<file path="src/rtl/bubble_output_serializer.sv">
// -----------------------------------------------------------------------------
// bubble_output_serializer
//
// Purpose:
//   Sits downstream of the bubble timing generator. It prefetches bytes from
//   the page/bootloader buffer over a REQ/ACK read port. Each byte is shifted
//   out LSB-first, one bit per bubble cycle, on the active-low serial bubble
//   data line nBOUT.
//
// Ports:
//   MCLK          in   1   master clock, all logic on posedge
//   RST           in   1   asynchronous active-high reset
//   ACCTYPE       in   3   access type (000 RST, 001 STBY, 100 IDLE, 110 BOOT, 111 USER)
//   BOUTCYCLENUM  in   13  current bit index, INVALID_CYC when no bit is valid
//   BOUTTICKS     in   2   quarter-cycle phase within the bubble cycle
//   MEM_RD_REQ    out  1   byte read request, held until MEM_ACK
//   MEM_ADDR      out  11  byte address, stable while MEM_RD_REQ=1
//   MEM_DIN       in   8   read data, valid while MEM_ACK=1
//   MEM_ACK       in   1   one-cycle read acknowledge
//   nBOUT         out  1   serial bubble data, 0 = bubble present
//   UNDERRUN      out  1   sticky: a byte was needed before its prefetch landed
//   UNDERRUN_CNT  out  8   saturating underrun event count (BOUT_UNDERRUN_CNT_EN only)
//
// Configuration:
//   BOUT_UNDERRUN_CNT_EN  when defined, adds UNDERRUN_CNT. The counter clears
//                         together with UNDERRUN.
// -----------------------------------------------------------------------------
module bubble_output_serializer #(
    parameter logic [10:0] BOOT_BASE   = 11'h400,
    parameter logic [10:0] PAGE_BASE   = 11'h000,
    parameter logic [12:0] INVALID_CYC = 13'h1FFF
) (
    input  logic        MCLK,
    input  logic        RST,
    input  logic [2:0]  ACCTYPE,
    input  logic [12:0] BOUTCYCLENUM,
    input  logic [1:0]  BOUTTICKS,
    output logic        MEM_RD_REQ,
    output logic [10:0] MEM_ADDR,
    input  logic [7:0]  MEM_DIN,
    input  logic        MEM_ACK,
    output logic        nBOUT,
    output logic        UNDERRUN
`ifdef BOUT_UNDERRUN_CNT_EN
    ,
    output logic [7:0]  UNDERRUN_CNT
`endif
);

    typedef enum logic [1:0] {F_IDLE, F_REQ, F_FULL} fetch_state_t;

    fetch_state_t state, state_nxt;

    logic [12:0] cyc_q, cyc_prev;
    logic [7:0]  shift_q, prefetch_q;
    logic [9:0]  next_idx;
    logic        pf_valid;
    logic        wrap_pend;   // loop restart: bit 0 waits for the re-fetched byte
    logic        discard_q;   // outstanding read belongs to an abandoned stream

    logic        active, slot_start, restart, byte_slot, wrap_try, wrap_miss;
    logic        load_shift, underrun_evt, ack_drop, ack_take, tick_out;
    logic [10:0] base_addr;

    assign active     = ACCTYPE[1];
    assign base_addr  = ACCTYPE[0] ? PAGE_BASE : BOOT_BASE;
    assign slot_start = (cyc_q != cyc_prev) && (cyc_q != INVALID_CYC);
    // Returning to bit 0 from a valid bit means the boot loop wrapped. The
    // prefetched byte belongs to the old stream position, so it is refetched.
    assign restart    = active && slot_start && (cyc_q == 13'd0) && (cyc_prev != INVALID_CYC);
    assign byte_slot  = active && slot_start && !restart && (cyc_q[2:0] == 3'd0);
    assign wrap_try   = active && !slot_start && wrap_pend;
    // The re-fetched byte is late once the output phase of bit 0 begins.
    assign wrap_miss  = wrap_try && !pf_valid && (BOUTTICKS != 2'b00);
    assign load_shift = byte_slot || (wrap_try && pf_valid);
    assign underrun_evt = (byte_slot && !pf_valid) || wrap_miss;
    assign ack_drop   = discard_q || !active || restart;
    assign ack_take   = (state == F_REQ) && MEM_ACK && !ack_drop;
    assign tick_out   = (BOUTTICKS == 2'b01) || (BOUTTICKS == 2'b10);
    assign MEM_RD_REQ = (state == F_REQ);

    // Fetch FSM: next-state logic
    always_comb begin
        // NOTE: default assigned first so no path leaves state_nxt unassigned (no latch).
        state_nxt = state;
        case (state)
            F_IDLE:  if (active && !pf_valid && !restart) state_nxt = F_REQ;
            F_REQ:   if (MEM_ACK) state_nxt = ack_drop ? F_IDLE : F_FULL;
            F_FULL:  if (!pf_valid) state_nxt = F_IDLE;
            default: state_nxt = F_IDLE;
        endcase
    end

    // Fetch FSM: state register, request address and abandoned-read tracking
    always_ff @(posedge MCLK or posedge RST) begin
        if (RST) begin
            // NOTE: non-blocking assignments for all clocked state so every reader sees pre-edge values.
            state     <= F_IDLE;
            MEM_ADDR  <= '0;
            discard_q <= 1'b0;
        end else begin
            state <= state_nxt;
            if (state == F_IDLE && state_nxt == F_REQ)
                MEM_ADDR <= base_addr + {1'b0, next_idx};
            // The request stays up until its ACK even when abandoned. The flag
            // stops the late data being taken if Active returns before the ACK.
            if (state == F_REQ)
                discard_q <= MEM_ACK ? 1'b0 : (discard_q || !active || restart);
        end
    end

    // Bit-slot detection on the registered cycle number
    always_ff @(posedge MCLK or posedge RST) begin
        if (RST) begin
            cyc_q    <= INVALID_CYC;
            cyc_prev <= INVALID_CYC;
        end else begin
            cyc_q    <= BOUTCYCLENUM;
            cyc_prev <= cyc_q;
        end
    end

    // Prefetch buffer, byte index and shift register
    always_ff @(posedge MCLK or posedge RST) begin
        if (RST) begin
            shift_q    <= '0;
            prefetch_q <= '0;
            pf_valid   <= 1'b0;
            next_idx   <= '0;
            wrap_pend  <= 1'b0;
        end else if (!active) begin
            pf_valid  <= 1'b0;
            next_idx  <= '0;
            wrap_pend <= 1'b0;
        end else begin
            if (restart) begin
                pf_valid  <= 1'b0;
                next_idx  <= '0;
                wrap_pend <= 1'b1;
            end

            if (load_shift) begin
                shift_q   <= pf_valid ? prefetch_q : 8'h00;
                pf_valid  <= 1'b0;
                wrap_pend <= 1'b0;
            end else if (wrap_miss) begin
                shift_q   <= 8'h00;
                wrap_pend <= 1'b0;
            end else if (slot_start && !restart) begin
                shift_q <= shift_q >> 1;
            end

            // Placed last: a byte landing in a consume cycle becomes the next prefetch.
            if (ack_take) begin
                prefetch_q <= MEM_DIN;
                pf_valid   <= 1'b1;
                next_idx   <= next_idx + 10'd1;
            end
        end
    end

    // Serial output and sticky underrun flag
    always_ff @(posedge MCLK or posedge RST) begin
        if (RST) begin
            nBOUT    <= 1'b1;
            UNDERRUN <= 1'b0;
        end else begin
            nBOUT <= !(active && (cyc_q != INVALID_CYC) && !wrap_pend && tick_out && shift_q[0]);
            if (ACCTYPE == 3'b000)
                UNDERRUN <= 1'b0;
            else if (underrun_evt)
                UNDERRUN <= 1'b1;
        end
    end

`ifdef BOUT_UNDERRUN_CNT_EN
    always_ff @(posedge MCLK or posedge RST) begin
        if (RST)
            UNDERRUN_CNT <= '0;
        else if (ACCTYPE == 3'b000)
            UNDERRUN_CNT <= '0;
        else if (underrun_evt && (UNDERRUN_CNT != 8'hFF))
            UNDERRUN_CNT <= UNDERRUN_CNT + 8'd1;
    end
`endif

endmodule

</file>
<file path="config.mk">
export PLATFORM = sky130hd
export DESIGN_NAME = bubble_output_serializer
export DESIGN_NICKNAME = d
export VERILOG_FILES = /design/src/rtl/bubble_output_serializer.sv
export SDC_FILE = /design/constraint.sdc
export NUM_CORES = 1
export LEC_CHECK = 0
export CELL_PAD_IN_SITES_DETAIL_PLACEMENT = 1
export CELL_PAD_IN_SITES_GLOBAL_PLACEMENT = 1
export CORE_MARGIN = 10
export CORE_UTILIZATION = 40
export CTS_BUF_LIST = sky130_fd_sc_hd__clkbuf_8
export DETAILED_ROUTE_END_ITERATION = 12
export PLACE_DENSITY_LB_ADDON = 0.25
export REMOVE_ABC_BUFFERS = 1
export SLEW_MARGIN = 10
export SYNTH_ARGS = -nofsm -noshare
export SYNTH_HDL_FRONTEND = slang
export SYNTH_SLANG_ARGS = --single-unit
</file>
<file path="constraint.sdc">
create_clock -name MCLK -period 3.5 [get_ports MCLK]
set_input_delay 0.7 -clock MCLK [delete_from_list [all_inputs] [get_ports MCLK]]
set_output_delay 0.7 -clock MCLK [all_outputs]
set_load 0.05 [all_outputs]
</file>
==> reports/results.txt, run 1 <==
Leakage Power: 1.545 nW
CTS Hold Buffers Added: 0
clk buf depth: 2
most frequent cells in the layout: 43 x dfrtp_1, 42 x clkdlybuf4s50_1, 27 x dfstp_2
setup repair bufs after CTS: 0
Routed Wire Length: 6900 um
Yosys top cell area share: 0.3653
clk sinks: 70
Worst Max-Slew Pin Slew: 0.6746 ns
Final GP Congestion: 0.8020
Final Hold Fails: 0
Skew-Pair Late Insertion Delay: 0.34 ns
Rel. slew slack: 0.5502
syn avg cell area: 11.97 um2
outcome: finished clean
#FFs+latches synth: 70
Die Y: 105.8 um
crit end category: register
initial antenna violation count: 0
Final min period: 2.796 ns
Max H-tree Level: 3
GRT overflow: 0
I/O Pins: 43
# setup viols final: 0
Clk pwr share: 0.331
Die W: 105.8 um
slowest stage cell, crit path: dfstp_2
Hold Crit Class: register to register
TritonRoute pass-1 iters: 4
area grow syn2layout: 26.21%
cts repair resizes: 0
Tcrit/Tclk final: 0.7989
Syn Inst Count: 246
initial DRC count: 88
Switch Pwr: 626.1 uW
setup TNS: 0 ns
wire per inst: 17.21 um
non-filler cells, final: 401
Clock Pin Slew Worst Setup and Hold Paths: 0.07 ns
most common cell after layout, fill and taps aside: dfrtp_1
critical path fanouts, max: 13
post-placement cell count: 385
vias in the first global route: 2229
largest net degree at the start of global routing: 71
drt drc: 0
Synthesis Warnings: 0
routed vias/inst: 5.130
pwr dens: 584.1 mW/mm2
Comb pwr share: 0.195
post-synthesis sequential area ratio: 0.6062
WHS: 0.3889 ns
# port buffers: 42
share of cells above drive strength 1: 0.2384
number of max-cap violations: 0
hpwl dp: 4827 um
Final Max Tran Viols: 0
Routed Antenna Nets: 0
Internal Power: 1.545 mW
Setup Skew: 0.008234 ns
Seq pwr share: 0.474
worst stage delay on the critical path: 0.58 ns
core region area: 0.007214 mm2
WP data required: 3.73 ns
vias: 2057
row count: 31
fmax: 0.3576 GHz
Root Buffer: clkbuf_8
worst vdd ir: 409.8 uV
area leader, netlist: dfrtp_1
RSZ-0062 raised after global routing: no
first-pass GRT wire length: 11590 um
synthesized area: 0.002945 mm2
Initial Util: 0.4083
Ant. Diodes: 0
Startpoint Class: register
fin nets: 328
total track usage: 0.1281
die area: 0.01120 mm2
CP arrival: 3.03 ns
Synth cell types: 36
cell breakdown of the critical path: xor2_1 -> nor4_1 -> nand4_1 -> o21bai_2 -> o21ai_2 -> nor3_4 -> mux2_2
clock tree from TritonCTS: built
Synth area leaders: dfrtp_1 37%, dfstp_2 24%, mux2_2 6.9%
Sw Ratio: 0.2884
Inserted Clock Buffers: 9
Setup CP Type: register to register
-- layer usage --
| layer | GRT usage | wire length, um |
|---|---|---|
| met1 | 0.1545 | 3064 |
| met3 | 0.05055 | 366 |
| met5 | 0 | 0 |
| met2 | 0.2080 | 3418 |
| met4 | 0.03482 | 51 |
-- logic make-up (layout without fill, tap and decap cells) --
logic type               after synthesis  in the layout  share of synthesized area
AND/OR/NAND/NOR                       80             80                     0.1402
flip-flops                            70             70                     0.6062
AO/OA/AOI/OAI                         34             34                    0.08114
XOR/XNOR                              21             21                    0.06245
buffers and inverters                 20             76                    0.02931
multiplexers                          19             19                    0.07222
adder cells (fa/ha/maj)                2              2                   0.008495
-- final timing paths --
kind	start	cells past startpoint	end	slack, ns
max	cyc_q[0]	7	prefetch_q[7]	0.70
min	cyc_q[10]	0	cyc_prev[10]	0.39
max reg2reg	cyc_q[0]	7	prefetch_q[7]	0.70
min reg2reg	cyc_q[10]	0	cyc_prev[10]	0.39
max in group asynchronous	RST	3	nBOUT	2.38
min in group asynchronous	RST	3	MEM_ADDR[3]	0.78
-- final cells by class --
class                   count  area [um2]
fillers                   781        3497
flip-flops and latches     70        1785
multi-input cells         156        1074
repair buffers             45       455.4
clock buffers              10       137.6
well taps                  99       123.9
clock inverters             6       85.08
inverters                  15       56.30
-- flip-flops by register name (all words and copies together), names as in the netlist --
signal and flops:
cyc_prev 13, cyc_q 13, MEM_ADDR 11, next_idx 10
prefetch_q 8, shift_q 8, state 2, UNDERRUN 1
discard_q 1, nBOUT 1, pf_valid 1, wrap_pend 1
-- stage by stage --
stage | setup slack [ns] | total power, mW | utilization | instance area [um2]
6_report | 0.7038 | 2.171 | 0.5153 | 3717
5_1_grt | 0.5267 | 2.288 | 0.5153 | 3717
4_1_cts | 0.7155 | 2.202 | 0.5153 | 3717
3_5_place_dp | 0.7581 | 1.468 | 0.4844 | 3495
3_3_place_gp | 0.7516 | 1.458 | 0.4844 | 3495
2_1_floorplan | 0.9790 | 1.308 | - | 2915
-- power groups by stage --
stage	Sequential, mW	Combinational [mW]	Clock, mW
finish	1.03	0.423	0.719
CTS	1.03	0.429	0.742
detailed placement	1.04	0.426	0
global route	1.05	0.462	0.779
floorplan	1.07	0.234	0
global placement	1.04	0.419	0
-- critical path, delay by kind of cell, from the launching register on --
family,cells,cell delay [ns]
mux,1,0.39
compound gates,2,0.55
simple gates,3,1.07
flops,1,0.58
xor+xnor,1,0.08
-- Yosys cell counts --
master	count
nor2b_1	1
a21oi_1	4
o2111ai_1	1
nor3_4	1
and2_1	3
or4_1	1
nand3_1	13
buf_4	1
buf_6	1
a211oi_1	1
o21bai_2	1
nor3_1	2
nor2_1	21
o221a_2	1
dfrtp_1	43
ha_1	2
mux2i_1	1
o21ai_0	13
xnor2_1	6
a32oi_1	7
clkbuf_1	3
a31o_2	2
and3_1	2
xor2_1	15
a32o_1	1
dfstp_2	27
a21o_1	1
nand2_1	17
nand4_1	10
o21ba_2	1
o21ai_2	1
mux2_2	18
nor4_4	1
or3_1	2
inv_1	15
nor4_1	6
(Power assumes the default switching activity.)
==> inputs of run 2 (changes only) <==
==> constraint.sdc (replaced) <==
create_clock -name MCLK -period 2.5 [get_ports MCLK]
set_input_delay 0.5 -clock MCLK [delete_from_list [all_inputs] [get_ports MCLK]]
set_output_delay 0.5 -clock MCLK [all_outputs]
set_load 0.05 [all_outputs]
==> run 2 against run 1 <==
Flip-flop and latch count stayed put. Critical path depth is 2 higher. Combinational power is 70% higher. Non-clock buffer count is 21 higher. Sequential power is 40% higher. Count of clock-buffer cells in the layout is 1 lower. Clock skew hardly changed. Wire length is 11% higher. Critical endpoint is now MEM_ADDR[8].
==> reports/results.txt, run 2 (synthesized netlist as in run 1, its figures left out) <==
Rel. slew slack: 0.5821 (was 0.5502)
total power: 2.936 mW (was 2.171 mW)
post-placement cell count: 397 (was 385)
post-layout util: 0.5418 (was 0.5153)
drt drc: 0 (unchanged)
critical path fanouts, max: 6 (was 13)
Routed Wire Length: 7649 um (was 6900 um)
Clock Pin Slew Worst Setup and Hold Paths: 0.08 ns (was 0.07 ns)
Worst Max-Slew Pin Slew: 0.6259 ns (was 0.6746 ns)
hold path startpoint: cyc_q[11] (was cyc_q[10])
pwr dens: 751.1 mW/mm2 (was 584.1 mW/mm2)
Final min period: 2.463 ns (was 2.796 ns)
Area after DPL: 0.003597 mm2 (was 0.003495 mm2)
flop2flop setup slack: 0.04 ns (was 0.70 ns)
clk buf depth: 2 (unchanged)
TritonRoute pass-1 iters: 4 (unchanged)
most common cell after layout, fill and taps aside: dfrtp_1 (unchanged)
GRT overflow: 0 (unchanged)
crit end category: register (unchanged)
non-filler cells, final: 422 (was 401)
post-route cell area: 0.003909 mm2 (was 0.003717 mm2)
Final Hold Fails: 0 (unchanged)
FF-to-FF End: MEM_ADDR[8] (was prefetch_q[7])
Startpoint Class: register (unchanged)
clock tree from TritonCTS: built (unchanged)
fmax: 0.4060 GHz (was 0.3576 GHz)
Ant. Diodes: 0 (unchanged)
Final Max Tran Viols: 0 (unchanged)
RSZ-0062 raised after global routing: yes (was no)
Inserted Clock Buffers: 9 (unchanged)
Setup Skew: 0.007775 ns (was 0.008234 ns)
core region area: 0.007214 mm2 (unchanged)
WHS: 0.3850 ns (was 0.3889 ns)
wire per inst: 18.13 um (was 17.21 um)
# port buffers: 42 (unchanged)
Die W: 105.8 um (unchanged)
initial DRC count: 28 (was 88)
area grow syn2layout: 32.71% (was 26.21%)
outcome: finished clean (unchanged)
I/O Pins: 43 (unchanged)
share of cells above drive strength 1: 0.3034 (was 0.2384)
vias in the first global route: 2433 (was 2229)
setup TNS: 0 ns (unchanged)
row count: 31 (unchanged)
Reg2Reg Launch Point: cyc_q[11] (was cyc_q[0])
Hold EP: cyc_prev[11] (was cyc_prev[10])
Hold Path Depth: 0 (unchanged)
routed vias/inst: 5.104 (was 5.130)
top flop regs: cyc_prev (13), cyc_q (13), MEM_ADDR (11) (unchanged)
total track usage: 0.1373 (was 0.1281)
# setup viols final: 0 (unchanged)
fin nets: 349 (was 328)
clk sinks: 70 (unchanged)
Max H-tree Level: 3 (unchanged)
most frequent cells in the layout: 43 x dfrtp_1, 42 x clkdlybuf4s50_1, 27 x dfstp_2 (unchanged)
initial antenna violation count: 0 (unchanged)
first-pass GRT wire length: 12400 um (was 11590 um)
Skew-Pair Late Insertion Delay: 0.35 ns (was 0.34 ns)
hpwl dp: 5179 um (was 4827 um)
Setup CP Type: register to register (unchanged)
Hold Crit Class: register to register (unchanged)
CTS Hold Buffers Added: 0 (unchanged)
Initial Util: 0.4083 (unchanged)
Reg2Reg Depth: 9 (was 7)
Final GP Congestion: 0.8045 (was 0.8020)
Root Buffer: clkbuf_8 (unchanged)
Die Y: 105.8 um (unchanged)
critical path launch point: cyc_q[11] (was cyc_q[0])
largest net degree at the start of global routing: 32 (was 71)
worst setup margin: 0.03720 ns (was 0.7038 ns)
Tcrit/Tclk final: 0.9851 (was 0.7989)
worst vdd ir: 492.8 uV (was 409.8 uV)
WP data required: 2.73 ns (was 3.73 ns)
Leakage Power: 1.648 nW (was 1.545 nW)
die area: 0.01120 mm2 (unchanged)
Routed Antenna Nets: 0 (unchanged)
Place WS: -0.07305 ns (was 0.7581 ns)
fill count: 802 (was 781)
vias: 2154 (was 2057)
number of max-cap violations: 0 (unchanged)
CP arrival: 2.70 ns (was 3.03 ns)
[run 2: power breakdown]
group / switching [mW] / total, mW / internal (mW) / leakage, nW
Clock: 0.422 / 0.774 / 0.352 / 0.0862
Combinational: 0.357 / 0.718 / 0.361 / 0.721
Sequential: 0.137 / 1.44 / 1.31 / 0.841
[run 2: routing by layer]
layer,GRT usage,part of all wire,vias to the layer above
li1,-,-,1011
met1,0.1567,0.42,1100
met2,0.2385,0.53,33
met3,0.04811,0.038,10
met4,0.03675,0.014,0
met5,0,0,-
[run 2: what timing repair did]
| item | in CTS | in global routing |
|---|---|---|
| gates resized for setup | 2 | 13 |
| setup endpoints to repair | 18 | 25 |
| pin swaps | 2 | 2 |
| setup buffers | 1 | 7 |
| gates cloned | 0 | 1 |
[run 2: final cells by class]
| type | instances | area (um2) | area share |
|---|---|---|---|
| clock buffer | 9 | 123.9 | 0.03169 |
| multi-input combinational | 156 | 1134 | 0.2900 |
| tap | 99 | 123.9 | 0.03169 |
| clock inverter | 7 | 42.54 | 0.01088 |
| timing repair buffer | 66 | 643.1 | 0.1645 |
| inverter | 15 | 56.30 | 0.01440 |
| sequential | 70 | 1785 | 0.4568 |
[run 2: worst max path at each step]
stage / endpoint / slack, ns
after global routing: MEM_ADDR[5] / -0.06
final: MEM_ADDR[8] / 0.04
after detailed placement: MEM_ADDR[9] / -0.07
after CTS: MEM_ADDR[9] / 0.03
after global placement: MEM_ADDR[4] / 0.03
after floorplan: next_idx[5] / -0.02
[run 2: critical path, stage by stage (launching register included)]
cell,delay [ns]
dfstp_2,0.55
xor2_1,0.08
nor4_2,0.33
nand4_1,0.26
o21bai_4,0.25
o21ai_4,0.10
nor4_4,0.14
buf_4,0.18
clkbuf_16,0.15
mux2_4,0.30
==> RTL edit (config.mk and constraints of run 2) <==
Re-encode `fetch_state_t` (3 states) as one-hot, 3 bits wide.
--- a/src/rtl/bubble_output_serializer.sv
+++ b/src/rtl/bubble_output_serializer.sv
@@ -49,3 +49,3 @@
 
-    typedef enum logic [1:0] {F_IDLE, F_REQ, F_FULL} fetch_state_t;
+    typedef enum logic [2:0] {F_IDLE = 3'b001, F_REQ = 3'b010, F_FULL = 3'b100} fetch_state_t;
 
Behaviour: no difference found for any inputs over 10 cycles, from zero or initial values and one cycle with RST high; not proved beyond that.
==> RTL edit against run 2 <==
- sequential power fell by 3%
- synthesized area rose by 4.1%
- first-iteration DRC count rose by 68%
- power fell by 5.3%
- maximum frequency rose by 0.44%
- synthesized cell count rose by 0.41%
- cell area rose by 2.6%
- utilization rose by 0.22 points
- sequential cell count rose by 1
- non-clock buffer count fell by 5
- setup slack improved by 0.011 ns
- routed wire length fell by 3.3%
- critical endpoint is now MEM_ADDR[9]
- largest power group unchanged
==> RTL edit: results (changes against run 2) <==
Final HPWL DP=5030 um (-2.8%); met2 usage=21.6% (-2.3 points); Max FO, Critical Path=5 (-1); fillcell total=778 (-3.0%); Vias/cell=5.13 (+0.41%); Post-Synth Adder-Cell Area=0.816% (-0.034 points); Cell variety after synth=46 (+28%); Global Route met1 Usage=15.9% (+0.25 points); Logic pwr share=21.2% (-3.3 points); Crit path largest cell delay=0.42 ns (-0.13 ns); CP max-delay cell=or3b_4; maximum VDD drop=386 uV (-22%); final clock skew=0.0152 ns (+0.00738 ns); first-pass GRT wire length=12200 um (-2.0%); Flop pwr share=50.5% (+1.3 points); status=finished clean; hold path start=cyc_q[12]; layout cells sized above 1=30.3% (-0.057 points); cells after synthesis=247 (+0.41%); wl on met1=3270 um (+2.9%); DP Cell Count=395 (-0.50%); power density over cell area=693 nW/um^2 (-7.7%); GR Util met3=4.61% (-0.20 points); final net count=343 (-1.7%); worst setup path startpoint=cyc_q[3]; yosys warns=0 (unchanged); met3 WL=324 um (+12%); worst slack, placed=-0.0677 ns (+0.00532 ns); critical path arrival=2.69 ns (about the same); GRT overflow=0 (unchanged); Routability Congestion=0.804 (about the same); routed length per instance=17.8 um (-1.9%); Slew headroom=53.1% (-5.1 points); DP Area=3710 um^2 (+3.2%); top post-synthesis cells by count=43 x dfrtp_1, 28 x dfstp_2, 21 x xor2_1, 20 x inv_1, 17 x nor2_1; overall routing resource usage=13.2% (-0.49 points)
[RTL edit: what timing repair did]
item,in CTS,in global routing
cloned,0,1
buffers inserted,2,2
pin swaps,2,3
endpoints found under the setup margin,17,24
gates resized for setup,7,7
[RTL edit: layout make-up]
class | instances | area share [%]
clock inverters | 7 | 1.06
repair buffers | 61 | 15.5
inverters | 20 | 1.87
multi-input cells | 149 | 30.2
well taps | 99 | 3.09
clock buffers | 9 | 3.09
flip-flops and latches | 71 | 45.2
[RTL edit: path summary, 6_finish.rpt]
path	to	slack, ns	cells after the start
max in group asynchronous	nBOUT	1.59	3
hold reg to reg	cyc_prev[12]	0.39	0
min in group asynchronous	MEM_ADDR[1]	0.56	3
hold / removal	cyc_prev[12]	0.39	0
setup reg to reg	MEM_ADDR[9]	0.05	7
setup / recovery	MEM_ADDR[9]	0.05	7
